$ cat config.mk
export PLATFORM = sky130hd
export DESIGN_NAME = ivs_dma_rd_ctrl
export DESIGN_NICKNAME = d
export VERILOG_FILES = /design/src/rtl/ivs_dma_rd_ctrl.sv
export SDC_FILE = /design/constraint.sdc
export NUM_CORES = 2
export LEC_CHECK = 0
export ABC_AREA = 1
export CAP_MARGIN = 15
export CORE_ASPECT_RATIO = 2
export CORE_MARGIN = 5
export CORE_UTILIZATION = 34
export DETAILED_ROUTE_END_ITERATION = 10
export DONT_BUFFER_PORTS = 1
export MAX_ROUTING_LAYER = met4
export PLACE_DENSITY = 0.52
export SLEW_MARGIN = 20
export SYNTH_ARGS = -nofsm -noshare
export SYNTH_HDL_FRONTEND = slang
export SYNTH_SLANG_ARGS = --single-unit
export TNS_END_PERCENT = 20
$ cat constraint.sdc
create_clock -name clk -period 11 [get_ports clk]
set_input_delay 1.65 -clock clk [delete_from_list [all_inputs] [get_ports clk]]
set_output_delay 1.65 -clock clk [all_outputs]
set_load 0.005 [all_outputs]
$ cat src/rtl/ivs_dma_rd_ctrl.sv
// Read-job controller: splits one job into chunk requests for the DMA read splitter and
// streams the returned words out through a credit-protected FIFO.
module ivs_dma_rd_ctrl #(
  parameter int unsigned BDWD        = 64,
  parameter int unsigned CHUNK_BYTES = 128,
  parameter int unsigned FIFO_DEPTH  = 32
) (
  input  logic            clk,
  input  logic            rst,
  input  logic            sw_rst,
  input  logic            job_start,
  input  logic [31:0]     job_base,
  input  logic [15:0]     job_bytes,
  output logic            job_busy,
  output logic            job_done,
  output logic            job_abort,
  output logic            ori_req,
  output logic [31:0]     ori_base,
  output logic [7:0]      ori_bytes,
  input  logic            ori_ack,
  input  logic [BDWD-1:0] ori_rdata,
  input  logic            ori_valid,
  input  logic            ori_rlast,
  output logic [BDWD-1:0] out_data,
  output logic            out_valid,
  input  logic            out_ready,
  output logic            out_last,
  output logic [3:0]      out_nbytes,
  output logic            err_ovf
);

  localparam int unsigned AW = $clog2(FIFO_DEPTH);
  localparam int unsigned CW = AW + 1;
  localparam logic [CW-1:0] DEPTH_C = CW'(FIFO_DEPTH);

  localparam logic [2:0] IDLE  = 3'd0;
  localparam logic [2:0] CHK   = 3'd1;
  localparam logic [2:0] REQ   = 3'd2;
  localparam logic [2:0] DATA  = 3'd3;
  localparam logic [2:0] DRAIN = 3'd4;
  localparam logic [2:0] DONE  = 3'd5;

  logic [2:0]      state_q, state_d;
  logic [31:0]     base_q;
  logic [15:0]     remaining_q;
  logic [12:0]     last_idx_q;
  logic [3:0]      last_nb_q;
  logic [12:0]     pop_cnt_q;
  logic [CW-1:0]   credit_q, credit_d;
  logic [CW-1:0]   count_q;
  logic [AW-1:0]   wr_ptr_q, rd_ptr_q;
  logic [BDWD-1:0] mem_q [FIFO_DEPTH];
  logic            abort_q, abort_d;
  logic            err_q, err_d;

  logic [7:0]      chunk;
  logic [CW-1:0]   words;
  logic            busy, abort_now, req_ack, accept, push, pop, full, ovf, drain_empty;
  logic            job_accept;

  assign chunk = (remaining_q >= 16'(CHUNK_BYTES)) ? 8'(CHUNK_BYTES) : remaining_q[7:0];
  assign words = CW'((9'(chunk) + 9'd7) >> 3);

  assign busy       = (state_q == CHK) || (state_q == REQ) || (state_q == DATA) ||
                      (state_q == DRAIN);
  assign abort_now  = sw_rst && busy;
  assign job_accept = (state_q == IDLE) && job_start;
  assign req_ack    = (state_q == REQ) && ori_ack;

  assign out_valid = (count_q != '0);
  assign full      = (count_q == DEPTH_C);
  assign pop       = out_valid && out_ready && !abort_now;
  // Words belonging to an aborted chunk are swallowed without flagging an error.
  assign accept    = ori_valid && (state_q == DATA) && !abort_q && !abort_now;
  assign push      = accept && !full;
  assign ovf       = ori_valid && (((state_q != DATA) && (state_q != DRAIN)) || (accept && full));
  assign drain_empty = (count_q == '0) || ((count_q == CW'(1)) && pop);

  always_comb begin
    state_d = state_q;
    case (state_q)
      IDLE:    if (job_start) state_d = (job_bytes != 16'd0) ? CHK : DONE;
      CHK: begin
        if (abort_now)              state_d = DONE;
        else if (credit_q >= words) state_d = REQ;
      end
      REQ: begin
        if (ori_ack)        state_d = DATA;
        else if (abort_now) state_d = DONE;
      end
      DATA: begin
        if (ori_valid && ori_rlast) begin
          if (abort_q || abort_now)     state_d = DONE;
          else if (remaining_q == '0)   state_d = DRAIN;
          else                          state_d = CHK;
        end
      end
      DRAIN:   if (abort_now || drain_empty) state_d = DONE;
      DONE:    state_d = IDLE;
      default: state_d = IDLE;
    endcase
  end

  always_comb begin
    credit_d = credit_q + CW'(pop) - (req_ack ? words : '0);
    if (abort_now) credit_d = DEPTH_C;
    abort_d = abort_q;
    if (state_q == DONE) abort_d = 1'b0;
    else if (abort_now)  abort_d = 1'b1;
    err_d = (err_q && !job_accept) || ovf;
  end

  always_ff @(posedge clk or posedge rst) begin
    if (rst) begin
      state_q     <= IDLE;
      base_q      <= '0;
      remaining_q <= '0;
      last_idx_q  <= '0;
      last_nb_q   <= '0;
      pop_cnt_q   <= '0;
      credit_q    <= DEPTH_C;
      count_q     <= '0;
      wr_ptr_q    <= '0;
      rd_ptr_q    <= '0;
      abort_q     <= 1'b0;
      err_q       <= 1'b0;
    end else begin
      state_q  <= state_d;
      credit_q <= credit_d;
      abort_q  <= abort_d;
      err_q    <= err_d;
      if (job_accept) begin
        base_q      <= job_base;
        remaining_q <= job_bytes;
        // Index of the final word; 13 bits covers ceil(65535/8)-1.
        last_idx_q  <= 13'((job_bytes - 16'd1) >> 3);
        last_nb_q   <= (job_bytes[2:0] == 3'd0) ? 4'd8 : {1'b0, job_bytes[2:0]};
      end else if (req_ack) begin
        base_q      <= base_q + 32'(chunk);
        remaining_q <= remaining_q - 16'(chunk);
      end
      if (job_accept) pop_cnt_q <= '0;
      else if (pop)   pop_cnt_q <= pop_cnt_q + 13'd1;
      if (abort_now) begin
        wr_ptr_q <= '0;
        rd_ptr_q <= '0;
        count_q  <= '0;
      end else begin
        if (push) wr_ptr_q <= wr_ptr_q + AW'(1);
        if (pop)  rd_ptr_q <= rd_ptr_q + AW'(1);
        count_q <= count_q + CW'(push) - CW'(pop);
      end
    end
  end

  always_ff @(posedge clk) begin
    if (push) mem_q[wr_ptr_q] <= ori_rdata;
  end

  assign job_busy   = busy;
  assign job_done   = (state_q == DONE);
  assign job_abort  = (state_q == DONE) && abort_q;
  assign ori_req    = (state_q == REQ);
  assign ori_base   = (state_q == REQ) ? base_q : '0;
  assign ori_bytes  = (state_q == REQ) ? chunk : '0;
  assign out_data   = out_valid ? mem_q[rd_ptr_q] : '0;
  assign out_last   = out_valid && (pop_cnt_q == last_idx_q);
  assign out_nbytes = !out_valid ? 4'd0 : (out_last ? last_nb_q : 4'd8);
  assign err_ovf    = err_q;

endmodule

Word level (Yosys, flattened, before mapping)
Memories as Yosys holds them, arrays and structs flattened. Index checks and enable logic that the tools add are counted. Widths: inputs -> output; s select.

Register bits: 105. Latch bits: 0. Bits in writable memories: 2048. ROM bits: 0. Input port bits: 120. Output and inout bits: 115. Word-level logic and storage cells: 117. Memories: 1.

Add/sub/neg operators: 11. Multiply operators: 0. Divide/modulo/power cells: 0. Magnitude comparators: 2. Equality and inequality tests: 15. Shift-type cells: 0. Multiplexer cells: 35. Bitwise gates (word level): 0. Reduce and logical (&&, ||, !) cells: 41.

Memories: mem_q (depth 32, width 64, read ports 1, clocked after Yosys merged registers in 0, wr ports 1, line 52) `logic [BDWD-1:0] mem_q [FIFO_DEPTH];`.

Operator list (number): $mux 32 (3); $mux 64 (1); $add 32x8->32 (1); $mux 16 (2); $mux 3 (10); $mux 13 (2); $mux 5 (4); $mux 6 (3); $logic_and 1x1->1 (17); $ge 16x8->1 const B (1); $logic_not 16->1 (1); $mux 8 (2); $reduce_bool 16->1 (1); $sub 16x1->16 const B (1); $sub 16x8->16 (1); $pmux 3 s5 (1); $add 13x1->13 const B (1); $eq 13x13->1 (1); $add 6x1->6 (2); $mux 4 (3); $add 5x1->5 const B (2); $reduce_bool 2->1 (5); $add 8x3->9 const B (1); $logic_or 1x1->1 (8); other kinds (19) (30).

Logic depth before layout (Yosys ltp)
Depth in word-level cells: 12. Mapped depth: 23. Mapped depth without buffers: 23.

Worst setup path after synthesis
OpenSTA, ideal clock, no wires.

Path kind: in2reg. From: input ori_valid. To: memory mem_q[23][0], enable pin. Setup time: 0.565 ns. Arrival time: 6.654 ns. Required time: 10.435 ns. Slack: 3.781 ns. Stages on the path: 8. Path buffers: 0. Cell sequence: inv_1 -> nor3_2 -> nand2_2 -> nor2_4 -> inv_4 -> nor2_8 -> nand2_4 -> nor3_1.

Word-level cells in the longest chain between the ends: 6.

RTL lines: start, declared (line 22) `input logic ori_valid,`; $logic_and 1x1->1 (3 in a row) (line 74) `assign accept = ori_valid && (state_q == DATA) && !abort_q && !abort_now;`; $logic_and 1x1->1 (line 75) `assign push = accept && !full;`; $mux 1 (line 157) `if (push) mem_q[wr_ptr_q] <= ori_rdata;`; $mux 1 (not written as such) (line 157); end, declared (line 52).

No other way between the ends.

Worst setup path in the final report
From: register rd_ptr_q[0]. To: output out_data[46].

Word-level cells in the longest chain between the ends: 2.

RTL lines: start, declared (line 51) `logic [AW-1:0] wr_ptr_q, rd_ptr_q;`; start signal, assigned (line 150) `if (pop) rd_ptr_q <= rd_ptr_q + AW'(1);`; $mem_v2 32x64; $mux 64 (line 166) `assign out_data = out_valid ? mem_q[rd_ptr_q] : '0;`; end, declared (line 24) `output logic [BDWD-1:0] out_data,`.

No other way between the ends.

==> results.py <==
metrics = {
    "status": {
        "outcome": "finished, final reports clean",
    },
    "logic_synthesis": {
        "synth_area_leaders": "edfxtp_1 (70%), o21ai_0 (6.4%), nor2_1 (6.0%)",
        "syn_area_per_cell_sq_um": 12.5,
        "synth_top_area_share_pct": 70.4,
        "ys_seq_elements": 2153,
        "synth_edf_count": 2048,
        "syn_inst": 6960,
        "synth_commonest_cells": "edfxtp_1 (2048), nor2_1 (1402), o21ai_0 (1112)",
        "synth.distinct_cells": 58,
        "ys_seq_area_share_pct": 73.4,
        "yosysMostFrequentCell": "edfxtp_1",
        "yosys_warnings": 0,
        "synth_ff_type": "edfxtp_1",
        "synth_top_area_cell": "edfxtp_1",
        "async_reset_ff_share_pct": 4.88,
        "syn_area_sq_um": 87300,
    },
    "floorplanning": {
        "die-area_sq_um": 268000,
        "start_util_pct": 34.1,
        "fp-row-count": 263,
        "die_w_um": 368,
        "io_pins": 235,
        "core_area_sq_um": 256000,
        "die-height_um": 727,
    },
    "timing": {
        "fin_crit_sh_pct": 61.7,
        "slew_viol_final": 0,
        "max_freq_mhz": 147,
        "setup_tns_ps": 0,
        "period_minus_slack_ps": 6790,
        "hold_viol": 0,
        "rsz0062_at_grt": "false",
        "setup_viol": 0,
        "relSlewSlack_pct": 24.1,
        "fin_worst_skew_ps": 56.0,
        "worst_pin_slew_ps": 1130,
        "hold_ws_ps": 482,
    },
    "global_route": {
        "antenna_found_initial": 2,
        "grt_max_degree": 223,
        "grtUsageTotal_pct": 21.3,
        "grt_pass1_vias": 56600,
        "grt_overflow": 0,
        "grt_pass1_wl_mm": 407,
    },
    "critical_path": {
        "cp.arrival_ps": 5140,
        "reg2reg_to": "mem_q[2][4]",
        "crit_chain": "buf_4, buf_12, buf_4, o21ai_0, o211ai_1, nand3_1, nand3_1, o21ai_1, nor2_1",
        "end_kind": "output port",
        "worst-path-stages": 9,
        "cp-start-kind": "register",
        "cp.required_ps": 9350,
        "crit_path_max_incr_delay_ps": 780,
        "critPathBufInv": 3,
        "worstPathMaxFanout": 153,
        "r2r_start": "state_q[0]",
        "reg2reg_slack_ps": 6420,
        "path_delay_family": "buffers and inverters",
        "ff2ff_path_depth": 10,
        "criticalPathCategory": "register to output port",
        "crit_slowest_cell": "buf_4",
    },
    "worst_hold_path": {
        "holdPathEnd": "last_nb_q[3]",
        "min_path_cells": 2,
        "hp-start": "last_nb_q[3]",
        "hold_path_class": "register to register",
    },
    "final_layout": {
        "synthToLayoutAreaGrowth_pct": 11.0,
        "drive_above_1_share_pct": 6.89,
        "fillers": 24200,
        "design_area_sq_um": 96900,
        "nNetsFinal": 6980,
    },
    "power": {
        "clkPwrFrac_pct": 30.3,
        "combPwrFrac_pct": 28.1,
        "power_density_nw_per_um2": 232,
        "power_switching_mw": 7.91,
        "vdd_drop_max_mv": 0.283,
        "internal-power_mw": 14.6,
        "swShare_pct": 35.2,
        "p_leak_nw": 31.4,
        "power_frac_seq_pct": 41.6,
    },
    "cts": {
        "clk_pin_slew_ps": 60,
        "clock_path_buffers": 4,
        "ctsHtreeMaxLevel": 4,
        "root_buffer": "clkbuf_16",
        "cts_hold_buffers": 0,
        "clk_latency_ps": 850,
        "cts_resized": 0,
        "postCtsSetupRepairBufs": 0,
        "cts_made_buffers": 196,
        "tritoncts": "done",
        "cts.sinks": 2153,
    },
    "placed_design": {
        "port_buffers": 0,
        "placed_area_sq_um": 90700,
        "place_congestion": 0.883,
        "dp_hpwl_mm": 149,
    },
    "detailed_routing": {
        "ant_nets": 0,
        "drc": 0,
        "drt_iter0_markers": 5543,
        "dr.pass1.iters": 6,
        "wl_per_cell_um": 27.9,
        "viasPerCell": 5.60,
        "wirelength_mm": 287,
        "vias": 57600,
    },
    "flow_run": {
        "maxCapViolations": 0,
    },
}
## per-stage QoR
stage	power [mW]	std cells	setup slack [ps]	utilization (%)
4_1_cts	22.7	10300	4080	37.9
2_1_floorplan	13.7	6961	3780	-
6_report	22.5	10300	4210	37.9
5_1_grt	23.6	10300	3900	37.9
3_5_place_dp	15.9	9931	5000	35.4
3_3_place_gp	15.9	9931	4990	35.4
## metal layers
metal	up-vias	part of all wire, %	GRT usage [%]
li1	25200	-	-
met1	29800	38	24.2
met2	2059	53	38.4
met3	537	5.8	2.86
met4	0	3.7	7.35
met5	-	0	-
## cell usage in the layout, fill, tap and decap left out, types with 100 or more instances in the layout
master,count
nand3_1,217
buf_4,106
o21ai_0,1112
nand2_1,467
clkbuf_16,198
dfrtp_1,100
o22ai_1,348
o211ai_1,113
nor2_1,1371
edfxtp_1,2048
inv_1,163
## registers in the layout, summed over array words and instances (netlist names)
| signal | flops |
|---|---|
| abort_q | 1 |
| base_q | 32 |
| count_q | 6 |
| credit_q | 6 |
| err_ovf | 1 |
| last_idx_q | 13 |
| last_nb_q | 4 |
| mem_q | 2048 |
| pop_cnt_q | 13 |
| rd_ptr_q | 5 |
| remaining_q | 16 |
| state_q | 3 |
| wr_ptr_q | 5 |
## power groups by stage
| stage | sequential [mW] | clock, mW | combinational (mW) |
|---|---|---|---|
| after global placement | 9.52 | 0 | 6.34 |
| final | 9.35 | 6.82 | 6.32 |
| after detailed placement | 9.52 | 0 | 6.42 |
| after global routing | 9.37 | 7.26 | 7.01 |
| after CTS | 9.35 | 6.94 | 6.44 |
| after floorplan | 9.42 | 0 | 4.28 |
## cell families after synthesis
kind of cell	Yosys count	share of synthesized area, %
AND/OR/NAND/NOR	2193	10.1
flip-flops	2153	73.4
AO/OA/AOI/OAI	1901	12.4
buffers and inverters	642	3.23
adder cells (fa/ha/maj)	43	0.642
XOR/XNOR	27	0.271
other	1	0.00429
## how the worst max path moves through the flow
| stage | slack [ps] | startpoint | end |
|---|---|---|---|
| finish | 4210 | rd_ptr_q[0] | out_data[46] |
| global route | 3900 | rd_ptr_q[0] | out_data[46] |
| CTS | 4080 | rd_ptr_q[0] | out_data[46] |
| detailed placement | 5000 | rd_ptr_q[0] | out_data[46] |
| global placement | 4990 | rd_ptr_q[0] | out_data[46] |
| floorplan | 3780 | ori_valid | mem_q[23][0] |
## layout make-up
| cell class | count | area [sq um] | area share (%) |
|---|---|---|---|
| well taps | 3312 | 4140 | 4.28 |
| inverters | 181 | 728 | 0.751 |
| diodes | 2 | 5.00 | 0.00516 |
| repair buffers | 119 | 1060 | 1.09 |
| clock buffers | 238 | 5100 | 5.27 |
| clock inverters | 113 | 1090 | 1.13 |
| flip-flops and latches | 2153 | 64100 | 66.2 |
| multi-input cells | 4166 | 20700 | 21.3 |
## worst reg2reg max path: cells and delay by family (launching register included)
| kind | cells | cell delay [ps] |
|---|---|---|
| buf+inv | 2 | 1280 |
| simple gates | 8 | 2400 |
| flops | 1 | 510 |
(Power assumes the default switching activity.)
